### config.mk
export PLATFORM = sky130hd
export DESIGN_NAME = uart_rx_flat
export DESIGN_NICKNAME = d
export VERILOG_FILES = /design/src/rtl/uart_rx_if.sv /design/src/rtl/uart_rx.sv /design/src/flat_wrapper.sv
export SDC_FILE = /design/constraint.sdc
export NUM_CORES = 1
export LEC_CHECK = 0
export CAP_MARGIN = 20
export CORE_MARGIN = 2
export CORE_UTILIZATION = 51
export DETAILED_ROUTE_END_ITERATION = 8
export PLACE_DENSITY_LB_ADDON = 0.15
export SYNTH_ARGS = -nofsm -noshare
export SYNTH_HDL_FRONTEND = slang
export SYNTH_SLANG_ARGS = --single-unit
### constraint.sdc
create_clock -name clk -period 1.8 [get_ports clk]
set_input_delay 0.36 -clock clk [delete_from_list [all_inputs] [get_ports clk]]
set_output_delay 0.36 -clock clk [all_outputs]
set_load 0.005 [all_outputs]
### src/rtl/uart_rx_if.sv
// Receive-side signal bundle for uart_rx: serial line in, byte/status out.
interface uart_rx_if;
    logic       RX;
    logic [7:0] data_out;
    logic       data_valid;
    logic       frame_err;
    logic       busy;

    modport master (input RX, output data_out, data_valid, frame_err, busy);
    modport slave (output RX, input data_out, data_valid, frame_err, busy);
endinterface

### src/rtl/uart_rx.sv
// 8N1 UART receiver: 2-flop synchroniser, mid-bit sampling, stop-bit error flag.
module uart_rx #(
    parameter int unsigned CLKS_PER_BIT = 5000,
    parameter int unsigned CNT_W        = 13
) (
    input  logic     clk,
    input  logic     res,
    uart_rx_if.master bus
);
    localparam int unsigned HALF_BIT = CLKS_PER_BIT / 2;
    localparam logic [CNT_W-1:0] HALF_M1 = CNT_W'(HALF_BIT - 1);
    localparam logic [CNT_W-1:0] BIT_M1  = CNT_W'(CLKS_PER_BIT - 1);

    typedef enum logic [2:0] {
        IDLE  = 3'd0,
        START = 3'd1,
        DATA  = 3'd2,
        STOP  = 3'd3,
        BRK   = 3'd4
    } state_t;

    state_t           state, state_n;
    logic [CNT_W-1:0] cnt, cnt_n;
    logic [2:0]       bit_idx, bit_idx_n;
    logic [7:0]       shreg, shreg_n;
    logic [7:0]       data_q, data_n;
    logic             valid_q, valid_n;
    logic             ferr_q, ferr_n;
    logic             rx_m, rx_s, rx_d;
    logic             fall;

    // Synchroniser flops idle high so reset release never looks like a start edge
    always_ff @(posedge clk or posedge res) begin
        if (res) begin
            rx_m <= 1'b1;
            rx_s <= 1'b1;
            rx_d <= 1'b1;
        end else begin
            rx_m <= bus.RX;
            rx_s <= rx_m;
            rx_d <= rx_s;
        end
    end

    assign fall = rx_d & ~rx_s;

    always_ff @(posedge clk or posedge res) begin
        if (res) begin
            state   <= IDLE;
            cnt     <= '0;
            bit_idx <= '0;
            shreg   <= '0;
            data_q  <= '0;
            valid_q <= 1'b0;
            ferr_q  <= 1'b0;
        end else begin
            state   <= state_n;
            cnt     <= cnt_n;
            bit_idx <= bit_idx_n;
            shreg   <= shreg_n;
            data_q  <= data_n;
            valid_q <= valid_n;
            ferr_q  <= ferr_n;
        end
    end

    always_comb begin
        state_n   = state;
        cnt_n     = cnt;
        bit_idx_n = bit_idx;
        shreg_n   = shreg;
        data_n    = data_q;
        valid_n   = 1'b0;
        ferr_n    = ferr_q;
        case (state)
            IDLE: begin
                cnt_n = '0;
                if (fall) state_n = START;
            end
            START: begin
                if (cnt == HALF_M1) begin
                    cnt_n = '0;
                    if (rx_s) begin
                        state_n = IDLE;
                    end else begin
                        bit_idx_n = '0;
                        state_n   = DATA;
                    end
                end else begin
                    cnt_n = cnt + CNT_W'(1);
                end
            end
            DATA: begin
                if (cnt == BIT_M1) begin
                    cnt_n     = '0;
                    shreg_n   = {rx_s, shreg[7:1]};
                    bit_idx_n = bit_idx + 3'd1;
                    if (bit_idx == 3'd7) state_n = STOP;
                end else begin
                    cnt_n = cnt + CNT_W'(1);
                end
            end
            STOP: begin
                // Leaving at mid-stop-bit lets an immediately following start edge be caught
                if (cnt == BIT_M1) begin
                    cnt_n = '0;
                    if (rx_s) begin
                        data_n  = shreg;
                        valid_n = 1'b1;
                        ferr_n  = 1'b0;
                        state_n = IDLE;
                    end else begin
                        ferr_n  = 1'b1;
                        state_n = BRK;
                    end
                end else begin
                    cnt_n = cnt + CNT_W'(1);
                end
            end
            BRK: begin
                cnt_n = '0;
                if (rx_s) state_n = IDLE;
            end
            default: begin
                cnt_n   = '0;
                state_n = IDLE;
            end
        endcase
    end

    assign bus.data_out   = data_q;
    assign bus.data_valid = valid_q;
    assign bus.frame_err  = ferr_q;
    assign bus.busy       = (state != IDLE);
endmodule
### src/flat_wrapper.sv
// flat-port wrapper written by rule: the top's interface ports become plain ports
module uart_rx_flat 
#(
    parameter int unsigned CLKS_PER_BIT = 5000,
    parameter int unsigned CNT_W        = 13
)
  (clk, res, bus_RX, bus_data_out, bus_data_valid, bus_frame_err, bus_busy);
  uart_rx_if bus_i ();
  input  logic clk;
  input  logic res;
  input wire logic [$bits(bus_i.RX)-1:0] bus_RX;
  output wire logic [$bits(bus_i.data_out)-1:0] bus_data_out;
  output wire logic [$bits(bus_i.data_valid)-1:0] bus_data_valid;
  output wire logic [$bits(bus_i.frame_err)-1:0] bus_frame_err;
  output wire logic [$bits(bus_i.busy)-1:0] bus_busy;
  assign bus_i.RX = bus_RX;
  assign bus_data_out = bus_i.data_out;
  assign bus_data_valid = bus_i.data_valid;
  assign bus_frame_err = bus_i.frame_err;
  assign bus_busy = bus_i.busy;
  uart_rx #(.CLKS_PER_BIT(CLKS_PER_BIT), .CNT_W(CNT_W)) u_core (.clk(clk), .res(res), .bus(bus_i));
endmodule
== Yosys cells after proc, flatten, opt, wreduce, memory -nomap -nowiden ==
Cells that the tools add are included.

* Flip-flop bits (word level): 40
* Bits of input ports: 3
* Output and inout bits: 11
* Logic and storage cells: 57

* Add/sub/neg operators: 2
* Eq/ne operators: 14
* Multiplexer cells: 20
* Bitwise gates (word level): 2
* Reductions and logical operators: 9

{| class="wikitable"
|+ Operators by type and width
! cell !! number
|-
| 2-to-1 mux 3 bit || 10
|-
| 2-to-1 mux 13 bit || 2
|-
| case mux 13 bit (2 select lines) || 1
|-
| case mux 3 bit (5 select lines) || 1
|-
| adder 13 x 1 -> 13 bit, second input constant || 1
|-
| equality test 13 x 12 -> 1 bit, second input constant || 1
|-
| equality test 13 bit, second input constant || 1
|-
| != test 2 x 1 -> 1 bit, second input constant || 6
|-
| equality test 3 x 2 -> 1 bit, second input constant || 2
|-
| equality test 3 bit, second input constant || 2
|-
| case mux 3 bit (2 select lines) || 1
|-
| AND reduction 6 bit || 1
|-
| 2-to-1 mux 1 bit || 4
|-
| AND reduction 2 bit || 2
|-
| AND reduction 4 bit || 1
|-
| adder 3 x 1 -> 3 bit, second input constant || 1
|-
| equality test 3 x 1 -> 1 bit, second input constant || 1
|-
| zero test 3 bit || 1
|-
| AND reduction 3 bit || 1
|-
| nonzero test 3 bit || 1
|-
| 2-to-1 mux 2 bit || 1
|-
| != test 2 bit, second input constant || 1
|-
| nonzero test 2 bit || 1
|-
| OR reduction 2 bit || 1
|-
| other kinds (2) || 2
|}

== Logic depth before layout (Yosys ltp) ==
Gate-level depths: netlist of the first run.

* Depth after elaboration: 4
* Depth in mapped cells: 6
* Depth with buffers taken out: 6

== Worst setup path after synthesis of the first run ==
Ideal clock, no wire load.

* Path kind: flip-flop to flip-flop
* Start point: reg u_core.cnt[0]
* End point: reg u_core.shreg[0]
* Library setup time: 0.125 ns
* Arrival time: 1.708 ns
* Data required time: 1.675 ns
* Slack: -0.033 ns
* Stages on the path, launching flop included: 7
* Buffers on the path: 1
* Clock period less this slack: 1.833 ns
* Path through: dfrtp_1 > ha_1 > and4bb_2 > nand4_1 > nor3_2 > buf_6 > mux2_2

* Longest elaborated chain between the ends: 2

{| class="wikitable"
|+ Ends and longest elaborated chain
! element !! line !! RTL
|-
| start: declaration || uart_rx.sv:23 || <nowiki>logic [CNT_W-1:0] cnt, cnt_n;</nowiki>
|-
| start signal: assignment || uart_rx.sv:58 || <nowiki>cnt <= cnt_n;</nowiki>
|-
| equality test 13 bit || uart_rx.sv:94 || <nowiki>if (cnt == BIT_M1) begin</nowiki>
|-
| AND reduction 2 bit (no line) || -- ||
|-
| end signal: assignment || uart_rx.sv:60 || <nowiki>shreg <= shreg_n;</nowiki>
|-
| end: declaration || uart_rx.sv:25 || <nowiki>logic [7:0] shreg, shreg_n;</nowiki>
|}

Every way passes these cells.
A chain may end at the register's enable or synchronous reset.

== Worst setup path after layout of the first run ==
* Start point: reg u_core.bit_idx[1]
* End point: reg u_core.state[0]

* Longest elaborated chain between the ends: 3

{| class="wikitable"
|+ Ends and longest elaborated chain
! element !! line !! RTL
|-
| start: declaration || uart_rx.sv:24 || <nowiki>logic [2:0] bit_idx, bit_idx_n;</nowiki>
|-
| start signal: assignment || uart_rx.sv:59 || <nowiki>bit_idx <= bit_idx_n;</nowiki>
|-
| equality test 3 bit || uart_rx.sv:98 || <nowiki>if (bit_idx == 3'd7) state_n = STOP;</nowiki>
|-
| != test 2 x 1 -> 1 bit (no line) || -- ||
|-
| AND reduction 6 bit (no line) || -- ||
|-
| end signal: assignment || uart_rx.sv:57 || <nowiki>state <= state_n;</nowiki>
|-
| end: declaration || uart_rx.sv:22 || <nowiki>state_t state, state_n;</nowiki>
|}

Every way passes these cells.

==> flow_summary.rst, run 1 <==
.. list-table::
   :header-rows: 1

   * - Metric
     - Value
   * - Worst r2r dst
     - u_core.state[0]$_DFFE_PP0P_
   * - Antenna violations before repair
     - 0
   * - Initial core utilization
     - 0.542
   * - Count of mapped cells out of synthesis
     - 155
   * - Number of rows created at floorplan
     - 21
   * - Cell with the biggest individual delay on the critical path
     - dfrtp_1
   * - Flip-flop and latch count after synthesis
     - 40
   * - Rel. slew slack
     - 0.734
   * - Cell Count Post-Placement
     - 224
   * - Number of port buffers
     - 13
   * - Gpl congestion
     - 0.827
   * - Largest net degree at the start of global routing
     - 41
   * - Worst reg-to-reg path cell count
     - 7
   * - Crit-path cells
     - ha_2 > ha_4 > o21a_1 > a2111oi_4 > buf_4 > nor3_1 > mux2_2
   * - Largest cells by area after synthesis
     - dfrtp_1 (50%), mux2_2 (11%), xnor2_1 (4.8%)
   * - Worst hold path type
     - in -> async
   * - GRT Overall Usage
     - 0.181
   * - Cell type contributing the most total cell area after synthesis
     - dfrtp_1
   * - Clock tree skew after final layout
     - 0.00915 ns
   * - Die outline height
     - 64.0 um
   * - Nature of the critical path endpoint
     - flop
   * - Outcome
     - finished with violations
   * - Max Fanout on Critical Path
     - 2
   * - Cell variety after synth
     - 38
   * - Area growth syn-to-layout
     - 23.1%
   * - Warnings, synthesis
     - 0
   * - Final max-slew violation count
     - 0
   * - Post-synthesis average cell area
     - 11.9 sq um
   * - Root Buffer Master
     - clkbuf_4
   * - Worst reg-to-reg setup slack
     - -0.005 ns
   * - Crit share post-route
     - 1.00
   * - Worst path max stage delay
     - 0.40 ns
   * - Arrival time of the worst setup path
     - 2.05 ns
   * - Width of the die
     - 64.0 um
   * - Number of clock buffers inserted by TritonCTS
     - 5
   * - Length of the first detailed-routing pass in iterations
     - 4
   * - Diode count
     - 0
   * - Post-detailed-routing wire length
     - 3.22 mm
   * - Final antenna-violating net count
     - 0
   * - Worst skew pair latency
     - 0.34 ns
   * - Area share of the largest cell type after synthesis
     - 0.504
   * - Sinks on Clock Net
     - 40
   * - Floorplan die area
     - 0.00410 sq mm
   * - Count of hold buffers inserted by post-cts repair
     - 0
   * - Required time at the worst-slack endpoint
     - 2.04 ns
   * - Final Non-Filler Cells
     - 236
   * - Crit Path Class
     - reg -> reg
   * - Setup-failing EPs final
     - 2
   * - Number of nets in the finished design
     - 195
   * - Total power draw
     - 1.87 mW
   * - Total nets after synthesis
     - 161
   * - I/O pins
     - 14
   * - Leakage
     - 0.989 nW
   * - Maximum buffer depth of the clock tree
     - 2
   * - Placeable core region
     - 0.00339 sq mm
   * - Number of hold violations in the final report
     - 0
   * - Cell Pwr Density
     - 828 mW/mm^2
   * - TritonCTS clock tree
     - done
   * - Startpoint of the most critical register-to-register path
     - u_core.bit_idx[1]$_DFFE_PP0P_
   * - RSZ-0062 raised after global routing
     - true
   * - Violation count after the first detailed-route iteration
     - 44
   * - Clock H-tree levels
     - 2
   * - Register clock-pin slew on the reported worst setup and hold paths
     - 0.12 ns
   * - Cell Area, Synth
     - 0.00184 sq mm
   * - Max-cap violations
     - 0
   * - Most frequent standard cell in the layout excluding fill and tap cells
     - dfrtp_1
   * - Final routed DRC violation total
     - 0
   * - Total via count after detailed routing
     - 1,278
   * - Most used cells in the layout excluding fill and tap cells
     - dfrtp_1 (36), buf_4 (19), mux2_2 (18)
   * - Final global-route overflow total
     - 0
   * - Crit start category
     - flop
   * - Hpwl dp
     - 2.26 mm
   * - Wire length of the first global-routing pass
     - 5.61 mm
   * - Post-layout worst setup margin
     - -0.00459 ns
   * - Layout cells sized above 1
     - 0.337
   * - Number of global-route vias before repair
     - 1,277
   * - Measured slew at the worst slew-check pin
     - 0.394 ns
   * - Vias/cell
     - 5.42
   * - Failing checks
     - setup timing
   * - Peak supply drop
     - 0.622 mV
   * - Peak clock frequency supported by timing
     - 554 MHz
   * - Drt wl/cell
     - 13.7 um
   * - Final critical-path required period
     - 1.80 ns
   * - Proportion of synthesized chip area in sequential cells
     - 0.547
   * - Filler cell count in the final layout
     - 273
==> worst max-delay path: cells and delay by family, from the launching register on <==
kind,cells,cell delay (ns)
DFF,1,0.40
AOI/OAI and AO/OA,2,0.48
muxes,1,0.27
buffers and inverters,1,0.17
and+or+nand+nor,1,0.04
adders and majority gates,2,0.35
==> timing repair <==
item,CTS,global route
resized for setup,4,8
pin swaps,1,3
gates cloned,0,0
endpoints found under the setup margin,3,25
buffers inserted,2,2
==> cell usage after synthesis (all sizes together) <==
master    n
dfrtp    37
mux2     18
nor2     15
xnor2    10
nand4     8
buf       7
nand2     7
nor3      7
inv       6
a21oi     4
nand3     4
nor4      4
dfstp     3
ha        3
o21ai     3
nor2b     2
nor4b     2
a2111oi   1
a31oi     1
and3      1
and4      1
and4b     1
and4bb    1
mux2i     1
nand2b    1
nor3b     1
nor4bb    1
o21a      1
o31ai     1
or3       1
or3b      1
xor2      1
==> worst max path at each step <==
stage,to,depth (start not counted),slack (ns),from
after global placement,u_core.state[1]$_DFFE_PP0P_,7,-0.05,u_core.bit_idx[0]$_DFFE_PP0P_
final,u_core.state[0]$_DFFE_PP0P_,7,-0.005,u_core.bit_idx[1]$_DFFE_PP0P_
after detailed placement,u_core.state[1]$_DFFE_PP0P_,7,-0.07,u_core.bit_idx[0]$_DFFE_PP0P_
after CTS,u_core.shreg[1]$_DFFE_PP0P_,6,0.02,u_core.cnt[1]$_DFF_PP0_
after floorplan,u_core.shreg[0]$_DFFE_PP0P_,6,-0.02,u_core.cnt[0]$_DFF_PP0_
after global routing,u_core.state[0]$_DFFE_PP0P_,7,-0.06,u_core.bit_idx[1]$_DFFE_PP0P_
==> report_power, final <==
part           total, mW  internal, mW  switching (mW)
logic              0.469         0.216           0.253
clock network      0.430         0.151           0.279
registers          0.973         0.942          0.0316
==> routing by layer <==
layer / global-route usage / wire [um] / vias to the layer above
met2: 0.293 / 1550 / 22
met5: 0 / 0 / -
met4: 0.0788 / 68 / 0
met1: 0.222 / 1480 / 633
met3: 0.0581 / 118 / 8
li1: - / - / 615
==> layout make-up <==
class                           instances  area [sq um]  share of cell area
Multi-Input combinational cell        102           820               0.362
Inverter                                6          22.5             0.00996
Clock inverter                          2          12.5             0.00553
Timing Repair Buffer                   34           303               0.134
Clock buffer                            6          41.3              0.0183
Sequential cell                        40          1010               0.445
Tap cell                               46          57.6              0.0254
==> state kept, by name, indices dropped and copies added, names as in the netlist <==
register / flops
u_core.bus.data_out: 8
u_core.rx_d: 1
u_core.bus.data_valid: 1
u_core.rx_m: 1
u_core.bus.frame_err: 1
u_core.bit_idx: 3
u_core.rx_s: 1
u_core.cnt: 13
u_core.shreg: 8
u_core.state: 3
==> stage by stage <==
step	setup slack (ns)	TNS (ns)	util	cell area [sq um]	hold slack, ns
after floorplan	-0.0165	-0.115	-	1840	0.345
after global placement	-0.0470	-0.0645	0.628	2130	0.348
after detailed placement	-0.0701	-0.122	0.628	2130	0.356
after CTS	0.0185	0	0.650	2200	0.356
after global routing	-0.0604	-0.384	0.667	2260	0.362
final	-0.00459	-0.00816	0.667	2260	0.358
==> kinds of logic after synthesis <==
| group | count (synthesis) | synth area share |
|---|---|---|
| adder cells (fa/ha/maj) | 3 | 0.0204 |
| multiplexers | 19 | 0.116 |
| buffers and inverters | 13 | 0.0340 |
| AO/OA/AOI/OAI | 11 | 0.0374 |
| flip-flops | 40 | 0.547 |
| AND/OR/NAND/NOR | 58 | 0.193 |
| XOR/XNOR | 11 | 0.0524 |
Power figures use the tool's default switching activity.
==> run 2: changes to the inputs <==
TNS_END_PERCENT = 100   (was not set)
==> results of run 2 <==
No change in the layout: final DEF, timing and power equal those of run 1.
==> run 3: changes to the inputs <==
CORE_UTILIZATION = 60   (was 51)
DONT_BUFFER_PORTS = 1   (was not set)
clock period = 2.3 ns   (was 1.8 ns; I/O delays follow)
==> flow_summary.rst, run 3 (synthesis results as in run 1) <==
.. list-table::
   :header-rows: 1

   * - Metric
     - Value
   * - Length of the first detailed-routing pass in iterations
     - 4 (unchanged)
   * - Cell with the biggest individual delay on the critical path
     - dfrtp_1
   * - Total negative setup slack
     - 0 ns (+0.00816 ns)
   * - Most frequent standard cell in the layout excluding fill and tap cells
     - dfrtp_1
   * - Nature of the critical path endpoint
     - flop
   * - Die outline height
     - 59.3 um (-7.3%)
   * - Area occupied by multi-input gates
     - 771 sq um (-6.0%)
   * - Hpwl dp
     - 1.95 mm (-13%)
   * - Worst skew pair latency
     - 0.35 ns (about the same)
   * - Worst reg-to-reg setup slack
     - 0.27 ns (+0.28 ns)
   * - Area occupied by registers
     - 0.00100 sq mm (-0.12%)
   * - Filler cell count in the final layout
     - 215 (-21%)
   * - Worst hold path type
     - in -> async
   * - Largest delay contributor family on the critical path
     - simple AND/OR/NAND/NOR gates
   * - Maximum buffer depth of the clock tree
     - 2 (unchanged)
   * - Clock H-tree levels
     - 2 (unchanged)
   * - Total via count after detailed routing
     - 1,137 (-11%)
   * - Crit start category
     - flop
   * - Floorplan die area
     - 0.00352 sq mm (-14%)
   * - Post-route core utilization
     - 0.651 (-0.0166)
   * - Clock tree skew after final layout
     - 0.0117 ns (+0.00255 ns)
   * - Worst path buffer plus inverter count
     - 1 (unchanged)
   * - Wire length of the first global-routing pass
     - 5.09 mm (-9.3%)
   * - Register clock-pin slew on the reported worst setup and hold paths
     - 0.12 ns (about the same)
   * - GRT Overall Usage
     - 0.197 (+0.0159)
   * - Setup fix buffers added after clock tree synthesis
     - 0 (-2)
   * - Drt wl/cell
     - 14.8 um (+8.4%)
   * - Crit share post-route
     - 0.881 (-0.122)
   * - Area growth syn-to-layout
     - 5.45%
   * - Final critical-path required period
     - 2.03 ns (+0.221 ns)
   * - Most used cells in the layout excluding fill and tap cells
     - dfrtp_1 (37), mux2_2 (18), nor2_1 (15)
   * - Final routed DRC violation total
     - 0 (unchanged)
   * - Sinks on Clock Net
     - 40 (unchanged)
   * - Post-cts sizing count
     - 0 (-4)
   * - Diode count
     - 0 (unchanged)
   * - Antenna violations before repair
     - 0 (unchanged)
   * - Largest net degree at the start of global routing
     - 41 (unchanged)
   * - DP Worst Slack
     - 0.280 ns (+0.350 ns)
   * - CP startpoint
     - u_core.cnt[0]$_DFF_PP0_
   * - Rel. slew slack
     - 0.636 (-0.0979)
   * - Worst reg-to-reg path cell count
     - 6 (-1)
   * - Initial core utilization
     - 0.617 (+0.0750)
   * - Width of the die
     - 59.3 um (-7.3%)
   * - Arrival time of the worst setup path
     - 2.26 ns (+0.21 ns)
   * - Worst r2r dst
     - u_core.shreg[4]$_DFFE_PP0P_
   * - Root Buffer Master
     - clkbuf_4
   * - Max Fanout on Critical Path
     - 11 (+9)
   * - Largest reg by FF count
     - u_core.cnt
   * - Total power draw
     - 1.48 mW (-21%)
   * - RSZ-0062 raised after global routing
     - false
   * - Worst path max stage delay
     - 0.41 ns (about the same)
   * - Crit-path cells
     - ha_1 > and4bb_2 > nand4_1 > nor3_2 > buf_4 > mux2_2
   * - Setup-failing EPs final
     - 0 (-2)
   * - Flip-flop count of the largest register after layout
     - 13 (unchanged)
   * - Number of hold violations in the final report
     - 0 (unchanged)
   * - TritonCTS clock tree
     - done
   * - Outcome
     - finished, final reports clean
   * - Measured slew at the worst slew-check pin
     - 0.532 ns (+0.138 ns)
   * - Total routed wire length on the met1 layer
     - 1.38 mm (-6.7%)
   * - Worst hold slack
     - 0.103 ns (-0.255 ns)
   * - Count of hold buffers inserted by post-cts repair
     - 0 (unchanged)
   * - Crit Path Class
     - reg -> reg
   * - Final antenna-violating net count
     - 0 (unchanged)
   * - Violation count after the first detailed-route iteration
     - 69 (+57%)
   * - Required time at the worst-slack endpoint
     - 2.53 ns (+0.49 ns)
   * - Peak supply drop
     - 0.442 mV (-29%)
   * - Max-cap violations
     - 0 (unchanged)
   * - Gpl congestion
     - 0.815 (-1.4%)
   * - Cell Pwr Density
     - 761 mW/mm^2 (-8.0%)
   * - Peak clock frequency supported by timing
     - 494 MHz (-11%)
   * - Final max-slew violation count
     - 0 (unchanged)
   * - Total met2 wirelength after detailed routing
     - 1.31 mm (-16%)
   * - Number of rows created at floorplan
     - 20 (-4.8%)
   * - Vias/cell
     - 5.92 (+9.4%)
   * - Placeable core region
     - 0.00298 sq mm (-12%)
   * - I/O pins
     - 14 (unchanged)
   * - Post-detailed-routing wire length
     - 2.84 mm (-12%)
   * - Number of clock buffers inserted by TritonCTS
     - 5 (unchanged)
   * - Final global-route overflow total
     - 0 (unchanged)
   * - Number of port buffers
     - 0 (-13)
   * - Startpoint of the most critical register-to-register path
     - u_core.cnt[0]$_DFF_PP0_
   * - Number of global-route vias before repair
     - 1,137 (-11%)
   * - Top Metal Used
     - met4
   * - Leakage
     - 0.861 nW (-13%)
   * - Layout cells sized above 1
     - 0.239 (-0.0978)
   * - Number of nets in the finished design
     - 164 (-16%)
   * - Detailed-routed wire length on met3
     - 85 um (-28%)
   * - Post-layout worst setup margin
     - 0.274 ns (+0.279 ns)
run 3: cell count changes in the layout (fill, tap and decap cells not counted), moves of 2 or more:
cell | before | now
ha_1 | 0 | 3
buf_4 | 19 | 3
ha_2 | 2 | 0
clkdlybuf4s50_1 | 12 | 0
run 3: layer usage:
layer  vias up  GRT usage
li1        556          -
met1       553      0.272
met2        20      0.286
met3         8     0.0480
met4         0      0.107
met5         -          0
run 3: worst max-delay path by stage:
| stage | end | slack, ns | depth (start not counted) |
|---|---|---|---|
| 5_1_grt | u_core.shreg[4]$_DFFE_PP0P_ | 0.14 | 6 |
| 2_1_floorplan | u_core.shreg[0]$_DFFE_PP0P_ | 0.47 | 6 |
| 4_1_cts | u_core.shreg[4]$_DFFE_PP0P_ | 0.26 | 6 |
| 3_5_place_dp | u_core.shreg[4]$_DFFE_PP0P_ | 0.28 | 6 |
| 6_report | u_core.shreg[4]$_DFFE_PP0P_ | 0.27 | 6 |
| 3_3_place_gp | u_core.shreg[5]$_DFFE_PP0P_ | 0.28 | 6 |
run 3: where the power goes:
group          leakage, nW  internal, mW  switching (mW)
registers            0.545         0.736          0.0624
clock network       0.0422         0.228           0.218
logic                0.274        0.0983           0.133
total                0.861          1.06           0.413
run 3: area by class of cell:
class,count,share of cell area
repair buffers,3,0.0116
inverters,6,0.0116
clock inverters,2,0.0181
flip-flops and latches,40,0.518
multi-input cells,102,0.398
well taps,33,0.0213
clock buffers,6,0.0213
run 3: through the flow:
stage          area, sq um  std cells
2_1_floorplan         1840        155
5_1_grt               1940        192
3_5_place_dp          1860        184
3_3_place_gp          1860        184
4_1_cts               1940        192
6_report              1940        192
